<file path="src/rtl/instr_line_controller_pkg.sv">
// Shared types and ASCII constants for the instruction-line path
// (keyboard decoder, line controller, text display).
package instr_ctrl_pkg;

   typedef enum logic [1:0] {
      StEdit   = 2'd0,
      StCommit = 2'd1,
      StClear  = 2'd2
   } state_e;

   localparam int unsigned SPACE_CHAR_DEFAULT = 32;

   localparam logic [7:0] ASCII_BS    = 8'h08;
   localparam logic [7:0] ASCII_LF    = 8'h0a;
   localparam logic [7:0] ASCII_CR    = 8'h0d;
   localparam logic [7:0] ASCII_SPACE = 8'h20;
   localparam logic [7:0] ASCII_DEL   = 8'h7f;

endpackage

</file>
<file path="src/rtl/instr_line_controller_if.sv">
// Committed-line handshake between the line controller (master) and the
// downstream instruction consumer (slave).
interface instr_line_controller_if #(
   parameter int unsigned MAX_LEN = 32,
   parameter int unsigned CHAR_W  = 8
);
   localparam int unsigned LEN_W = $clog2(MAX_LEN + 1);

   logic                      line_valid;
   logic                      line_ready;
   logic [MAX_LEN*CHAR_W-1:0] line_data;
   logic [LEN_W-1:0]          line_len;

   modport master (
      output line_valid,
      output line_data,
      output line_len,
      input  line_ready
   );

   modport slave (
      input  line_valid,
      input  line_data,
      input  line_len,
      output line_ready
   );
endinterface

</file>
<file path="src/rtl/instr_line_controller.sv">
// Single-line editor: collects key/backspace/enter pulses into a buffer, commits the
// line over a valid/ready handshake, echoes every buffer change and wipes it afterwards.
module instr_line_controller
   import instr_ctrl_pkg::*;
#(
   parameter int unsigned MAX_LEN    = 32,
   parameter int unsigned CHAR_W     = 8,
   parameter int unsigned SPACE_CHAR = SPACE_CHAR_DEFAULT,
   parameter bit          DROP_EMPTY = 1'b1
) (
   input  logic                       clk_in,
   input  logic                       rst_in,
   input  logic                       key_pressed,
   input  logic                       enter_pressed,
   input  logic                       bksp_pressed,
   input  logic [CHAR_W-1:0]          character,
   instr_line_controller_if.master    line,
   output logic                       echo_we,
   output logic [$clog2(MAX_LEN)-1:0] echo_col,
   output logic [CHAR_W-1:0]          echo_char,
   output logic                       busy,
   output logic                       overflow,
   output logic [7:0]                 drop_count
);

   localparam int unsigned LEN_W = $clog2(MAX_LEN + 1);
   localparam int unsigned COL_W = $clog2(MAX_LEN);
   localparam logic [CHAR_W-1:0] SPACE    = CHAR_W'(SPACE_CHAR);
   localparam logic [LEN_W-1:0]  FULL     = LEN_W'(MAX_LEN);
   localparam logic [COL_W-1:0]  LAST_COL = COL_W'(MAX_LEN - 1);

   state_e            state_q, state_d;
   logic [CHAR_W-1:0] line_buf_q [MAX_LEN];
   logic [CHAR_W-1:0] line_buf_d [MAX_LEN];
   logic [LEN_W-1:0]  len_q, len_d;
   logic [COL_W-1:0]  idx_q, idx_d;
   logic              valid_q, valid_d;
   logic              ovf_q, ovf_d;
   logic [7:0]        drop_q, drop_d;
   logic              echo_we_q, echo_we_d;
   logic [COL_W-1:0]  echo_col_q, echo_col_d;
   logic [CHAR_W-1:0] echo_char_q, echo_char_d;
   logic              any_event;

   assign any_event = key_pressed | enter_pressed | bksp_pressed;

   always_comb begin
      state_d     = state_q;
      line_buf_d  = line_buf_q;
      len_d       = len_q;
      idx_d       = idx_q;
      valid_d     = valid_q;
      ovf_d       = ovf_q;
      drop_d      = drop_q;
      echo_we_d   = 1'b0;
      echo_col_d  = echo_col_q;
      echo_char_d = echo_char_q;

      // One count per busy cycle, however many pulses coincide.
      if (state_q != StEdit && any_event && drop_q != 8'hff) begin
         drop_d = drop_q + 8'd1;
      end

      unique case (state_q)
         StEdit: begin
            if (enter_pressed) begin
               if (!(len_q == '0 && DROP_EMPTY)) begin
                  state_d = StCommit;
                  valid_d = 1'b1;
               end
            end else if (bksp_pressed) begin
               if (len_q != '0) begin
                  len_d                          = len_q - 1'b1;
                  line_buf_d[COL_W'(len_d)] = SPACE;
                  echo_we_d                      = 1'b1;
                  echo_col_d                     = COL_W'(len_d);
                  echo_char_d                    = SPACE;
               end
            end else if (key_pressed) begin
               if (len_q != FULL) begin
                  line_buf_d[COL_W'(len_q)] = character;
                  len_d                          = len_q + 1'b1;
                  echo_we_d                      = 1'b1;
                  echo_col_d                     = COL_W'(len_q);
                  echo_char_d                    = character;
               end else begin
                  ovf_d = 1'b1;
               end
            end
         end
         StCommit: begin
            if (line.line_ready) begin
               valid_d = 1'b0;
               state_d = StClear;
               idx_d   = '0;
            end
         end
         StClear: begin
            line_buf_d[idx_q] = SPACE;
            echo_we_d         = 1'b1;
            echo_col_d        = idx_q;
            echo_char_d       = SPACE;
            if (idx_q == LAST_COL) begin
               len_d   = '0;
               ovf_d   = 1'b0;
               state_d = StEdit;
            end else begin
               idx_d = idx_q + 1'b1;
            end
         end
         default: state_d = StEdit;
      endcase
   end

   always_ff @(posedge clk_in) begin
      if (!rst_in) begin
         state_q <= StEdit;
         for (int i = 0; i < MAX_LEN; i++) line_buf_q[i] <= SPACE;
         len_q       <= '0;
         idx_q       <= '0;
         valid_q     <= 1'b0;
         ovf_q       <= 1'b0;
         drop_q      <= '0;
         echo_we_q   <= 1'b0;
         echo_col_q  <= '0;
         echo_char_q <= '0;
      end else begin
         state_q     <= state_d;
         line_buf_q  <= line_buf_d;
         len_q       <= len_d;
         idx_q       <= idx_d;
         valid_q     <= valid_d;
         ovf_q       <= ovf_d;
         drop_q      <= drop_d;
         echo_we_q   <= echo_we_d;
         echo_col_q  <= echo_col_d;
         echo_char_q <= echo_char_d;
      end
   end

   always_comb begin
      line.line_data = '0;
      for (int i = 0; i < MAX_LEN; i++) line.line_data[i*CHAR_W +: CHAR_W] = line_buf_q[i];
   end

   assign line.line_valid = valid_q;
   assign line.line_len   = len_q;
   assign echo_we         = echo_we_q;
   assign echo_col        = echo_col_q;
   assign echo_char       = echo_char_q;
   assign busy            = (state_q != StEdit);
   assign overflow        = ovf_q;
   assign drop_count      = drop_q;

endmodule

</file>
<file path="src/flat_wrapper.sv">
// flat-port wrapper written by rule: the top's interface ports become plain ports
module instr_line_controller_flat import instr_ctrl_pkg::*;
#(
   parameter int unsigned MAX_LEN    = 32,
   parameter int unsigned CHAR_W     = 8,
   parameter int unsigned SPACE_CHAR = SPACE_CHAR_DEFAULT,
   parameter bit          DROP_EMPTY = 1'b1
)
  (clk_in, rst_in, key_pressed, enter_pressed, bksp_pressed, character, echo_we, echo_col, echo_char, busy, overflow, drop_count, line_line_valid, line_line_data, line_line_len, line_line_ready);
  instr_line_controller_if #(.MAX_LEN(MAX_LEN), .CHAR_W(CHAR_W)) line_i ();
  input  logic clk_in;
  input  logic rst_in;
  input  logic key_pressed;
  input  logic enter_pressed;
  input  logic bksp_pressed;
  input  logic [CHAR_W-1:0] character;
  output logic echo_we;
  output logic [$clog2(MAX_LEN)-1:0] echo_col;
  output logic [CHAR_W-1:0] echo_char;
  output logic busy;
  output logic overflow;
  output logic [7:0] drop_count;
  output wire logic [$bits(line_i.line_valid)-1:0] line_line_valid;
  output wire logic [$bits(line_i.line_data)-1:0] line_line_data;
  output wire logic [$bits(line_i.line_len)-1:0] line_line_len;
  input wire logic [$bits(line_i.line_ready)-1:0] line_line_ready;
  assign line_line_valid = line_i.line_valid;
  assign line_line_data = line_i.line_data;
  assign line_line_len = line_i.line_len;
  assign line_i.line_ready = line_line_ready;
  instr_line_controller #(.MAX_LEN(MAX_LEN), .CHAR_W(CHAR_W), .SPACE_CHAR(SPACE_CHAR), .DROP_EMPTY(DROP_EMPTY)) u_core (.clk_in(clk_in), .rst_in(rst_in), .key_pressed(key_pressed), .enter_pressed(enter_pressed), .bksp_pressed(bksp_pressed), .character(character), .line(line_i), .echo_we(echo_we), .echo_col(echo_col), .echo_char(echo_char), .busy(busy), .overflow(overflow), .drop_count(drop_count));
endmodule
</file>
<file path="config.mk">
export PLATFORM = sky130hd
export DESIGN_NAME = instr_line_controller_flat
export DESIGN_NICKNAME = d
export VERILOG_FILES = /design/src/rtl/instr_line_controller_pkg.sv /design/src/rtl/instr_line_controller_if.sv /design/src/rtl/instr_line_controller.sv /design/src/flat_wrapper.sv
export SDC_FILE = /design/constraint.sdc
export NUM_CORES = 1
export LEC_CHECK = 0
export CELL_PAD_IN_SITES_DETAIL_PLACEMENT = 0
export CELL_PAD_IN_SITES_GLOBAL_PLACEMENT = 1
export CORE_UTILIZATION = 37
export CTS_CLUSTER_DIAMETER = 120
export CTS_CLUSTER_SIZE = 14
export DETAILED_ROUTE_END_ITERATION = 12
export HOLD_SLACK_MARGIN = 0.15
export PLACE_DENSITY_LB_ADDON = 0.1
export SYNTH_ARGS = -nofsm -noshare
export SYNTH_HDL_FRONTEND = slang
export SYNTH_SLANG_ARGS = --single-unit
</file>
<file path="constraint.sdc">
create_clock -name clk_in -period 3.3 [get_ports clk_in]
set_input_delay 0.66 -clock clk_in [delete_from_list [all_inputs] [get_ports clk_in]]
set_output_delay 0.66 -clock clk_in [all_outputs]
set_load 0.02 [all_outputs]
</file>
==> results.toml <==
[critical_path]
worst_ep_arrival_time_ns = 3.43
reg2reg_to = "u_core.line.line_data[218]"
start_kind = "register"
crit_path_end = "u_core.line.line_data[218]"
reg2reg_setup_slack_ns = 0.35
path_cells = "inv_1 > ha_1 > nor4b_4 > buf_4 > a211oi_2 > nor2_4 > buf_4 > a211oi_1 > a21oi_2 > o2bb2ai_1"
max_stage_delay_ns = 0.57
criticalPathCategory = "reg -> reg"
end_kind = "register"
r2r-start = "u_core.line.line_len[1]"
worstPathMaxFanout = 12
cp_data_required_time_ns = 3.78
cp-startpoint = "u_core.line.line_len[1]"
crit_path_frequent_cell = "buf_4"
rr_worst_depth = 10
cp_slowest_cell = "nor4b_4"

[yosys]
seq_area_frac_synth = 0.488
async_flop_share = 0
ys.warnings.count = 0
synthesis.nets = 1326
synth_edf_count = 0
synthCells = 1300
ys_seq_elements = 293
ys_types = 77
syn_avg_cell_area_um2 = 9.25
netlist_area_um2 = 12000
synthFlopType = "dfxtp_1"

[routing]
top_layer = "met4"
met3_length_um = 3410
avgViaCountPerCell = 5.69
drtIter0Drc = 1030
post-route-drc-count = 0
vias = 11417
wl_met1_um = 20300
wl_per_cell_um = 22.6
met2_length_um = 20600
dr.pass1.iters = 5
routed_wirelength_um = 45400
antenna_left = 0

[layout]
stdcell_area_um2 = 16300
area_growth_pct = 35.3
diodes = 0
layout_commonest_cell = "clkdlybuf4s50_1"
nFillCells = 2993
layout-drive-gt1-share = 0.0772
final_cell_mix = "clkdlybuf4s50_1, dfxtp_1, nand2_1, o21ai_0, nor2_1"
final_nets = 1632

[die]
std_cell_rows = 65
io_pins = 301
core_area_um2 = 31700
die_x_um = 182
die_y_um = 182
initial_core_util = 0.379
die-area_um2 = 33200

[clocking]
clock_latency_ns = 0.55
numCtsBuffers = 24
cts.clk_slew.worst_paths_ns = 0.07
cts_tree = "built"
clock_path_buffers = 3
cts_htree_levels = 1
hold_buffers = 0
root_buffer = "clkbuf_16"
cts_num_sinks = 293
postCtsResizedCells = 0
cts_setup_buffers = 0

[power_and_ir_drop]
p_per_area_nw_per_um2 = 582
p_clk_frac = 0.271
power.leakage_uw = 0.00588
p_int_uw = 6030
pwr-share-seq = 0.403
ir_drop_v = 0.000354
swShare = 0.363
switchingPower_uw = 3440
power_frac_comb = 0.326

[sta]
max_freq_ghz = 0.339
setup_viol = 0
min_period_ns = 2.95
worst_pin_slew_ns = 0.621
hold_viol_final = 0
rsz0062_at_grt = "no"
slew_headroom = 0.586
drv_slew = 0
fin_crit_sh = 0.894
tns_ns = 0
skew_ns = 0.0266

[global_routing]
grtUsageTotal = 0.265
grt_pass1_vias = 10586
grt_antenna_before_repair = 0
grt_overflow_total = 0
grt_pass1_wl_um = 68000
grt_max_degree = 52

[min_path]
hold_class = "reg -> reg"

[place]
dp_hpwl_um = 33300
portBuffers = 300
placed_area_um2 = 15600
gp_congestion = 0.912

[status]
status = "complete, no violations"

[run]
drv_cap = 0
## layer usage
| metal | global-route usage | up-vias |
|---|---|---|
| met5 | 0 | - |
| met4 | 0.0666 | 0 |
| met3 | 0.0465 | 73 |
| met2 | 0.424 | 492 |
| met1 | 0.369 | 5495 |
| li1 | - | 5357 |
## synth_stat cells (6+ instances only)
| master | instances | area [µm²] |
|---|---|---|
| a31oi_1 | 14 | 87.6 |
| clkbuf_1 | 39 | 146 |
| buf_4 | 7 | 52.6 |
| nand3_1 | 25 | 125 |
| o211ai_1 | 12 | 90.1 |
| a32o_1 | 9 | 90.1 |
| nor2_1 | 89 | 334 |
| o2bb2ai_1 | 86 | 753 |
| a21oi_1 | 65 | 325 |
| a2bb2o_1 | 24 | 240 |
| and2_1 | 19 | 119 |
| buf_2 | 27 | 135 |
| ha_1 | 12 | 150 |
| inv_1 | 46 | 173 |
| nand2b_1 | 17 | 106 |
| buf_1 | 7 | 26.3 |
| o22ai_1 | 34 | 213 |
| a211oi_1 | 10 | 75.1 |
| xor2_1 | 9 | 78.8 |
| dfxtp_1 | 293 | 5870 |
| nand2_1 | 154 | 578 |
| a22oi_1 | 23 | 173 |
| o21a_1 | 8 | 60.1 |
| nor3_1 | 10 | 50.1 |
| a22o_1 | 36 | 315 |
| o21ai_0 | 93 | 465 |
| nor2b_1 | 15 | 93.8 |
| xnor2_1 | 7 | 61.3 |
| o21ai_2 | 6 | 52.6 |
## flip-flops by register name, indices dropped and copies added, names as in the netlist
register	count
u_core.echo_we	1
u_core.state_q	2
u_core.drop_count	8
u_core.idx_q	5
u_core.echo_col	5
u_core.line.line_valid	1
u_core.echo_char	8
u_core.overflow	1
u_core.line.line_data	256
u_core.line.line_len	6
## power groups by stage
stage / Clock, µW / Sequential, µW / Combinational [µW]
2_1_floorplan: 0 / 4010 / 1720
3_3_place_gp: 0 / 3890 / 3020
3_5_place_dp: 0 / 3890 / 3040
4_1_cts: 2610 / 3810 / 3050
5_1_grt: 2760 / 3830 / 3290
6_report: 2560 / 3810 / 3090
## critical path, delay by kind of cell, from the launching register on
kind	cells	cell delay, ns
adder cells (fa/ha/maj)	1	0.43
AO/OA/AOI/OAI	4	0.73
AND/OR/NAND/NOR	2	0.82
buffers and inverters	3	0.56
flip-flops	1	0.31
## final cells by class
cell class / instances / area [µm²] / area share
well taps: 402 / 503 / 0.0309
inverters: 46 / 173 / 0.0106
flip-flops and latches: 293 / 5870 / 0.361
repair buffers: 360 / 3470 / 0.214
clock buffers: 25 / 604 / 0.0372
clock inverters: 1 / 16.3 / 0.00100
multi-input cells: 881 / 5620 / 0.346
## metrics by stage
stage	hold slack [ns]	setup WS (ns)	utilization	power (µW)	instances
final	0.453	0.350	0.513	9460	2008
after global routing	0.478	0.128	0.513	9870	2008
after CTS	0.458	0.355	0.513	9470	2008
after detailed placement	0.445	0.195	0.493	6930	1982
after global placement	0.438	0.266	0.493	6910	1982
after floorplan	0.475	0.734	-	5730	1300
## worst min path at each step
stage	slack [ns]	depth (start not counted)	endpoint	from
3_3_place_gp	0.44	2	u_core.line.line_data[251]	u_core.line.line_data[251]
4_1_cts	0.46	2	u_core.line.line_data[51]	u_core.line.line_data[51]
3_5_place_dp	0.45	1	u_core.line.line_data[162]	u_core.line.line_data[162]
2_1_floorplan	0.47	1	u_core.state_q[0]	u_core.state_q[1]
5_1_grt	0.48	2	u_core.line.line_data[176]	u_core.line.line_data[176]
6_report	0.45	2	u_core.line.line_data[51]	u_core.line.line_data[51]
## kinds of logic (layout without fill, tap and decap cells)
family                   after synthesis  after routing  share of synthesized area
multiplexers                           6              6                    0.00510
AND/OR/NAND/NOR                      362            362                      0.138
AO/OA/AOI/OAI                        485            485                      0.300
flip-flops                           293            293                      0.488
buffers and inverters                126            432                     0.0443
adder cells (fa/ha/maj)               12             12                     0.0125
XOR/XNOR                              16             16                     0.0117
(Power assumes the default switching activity.)
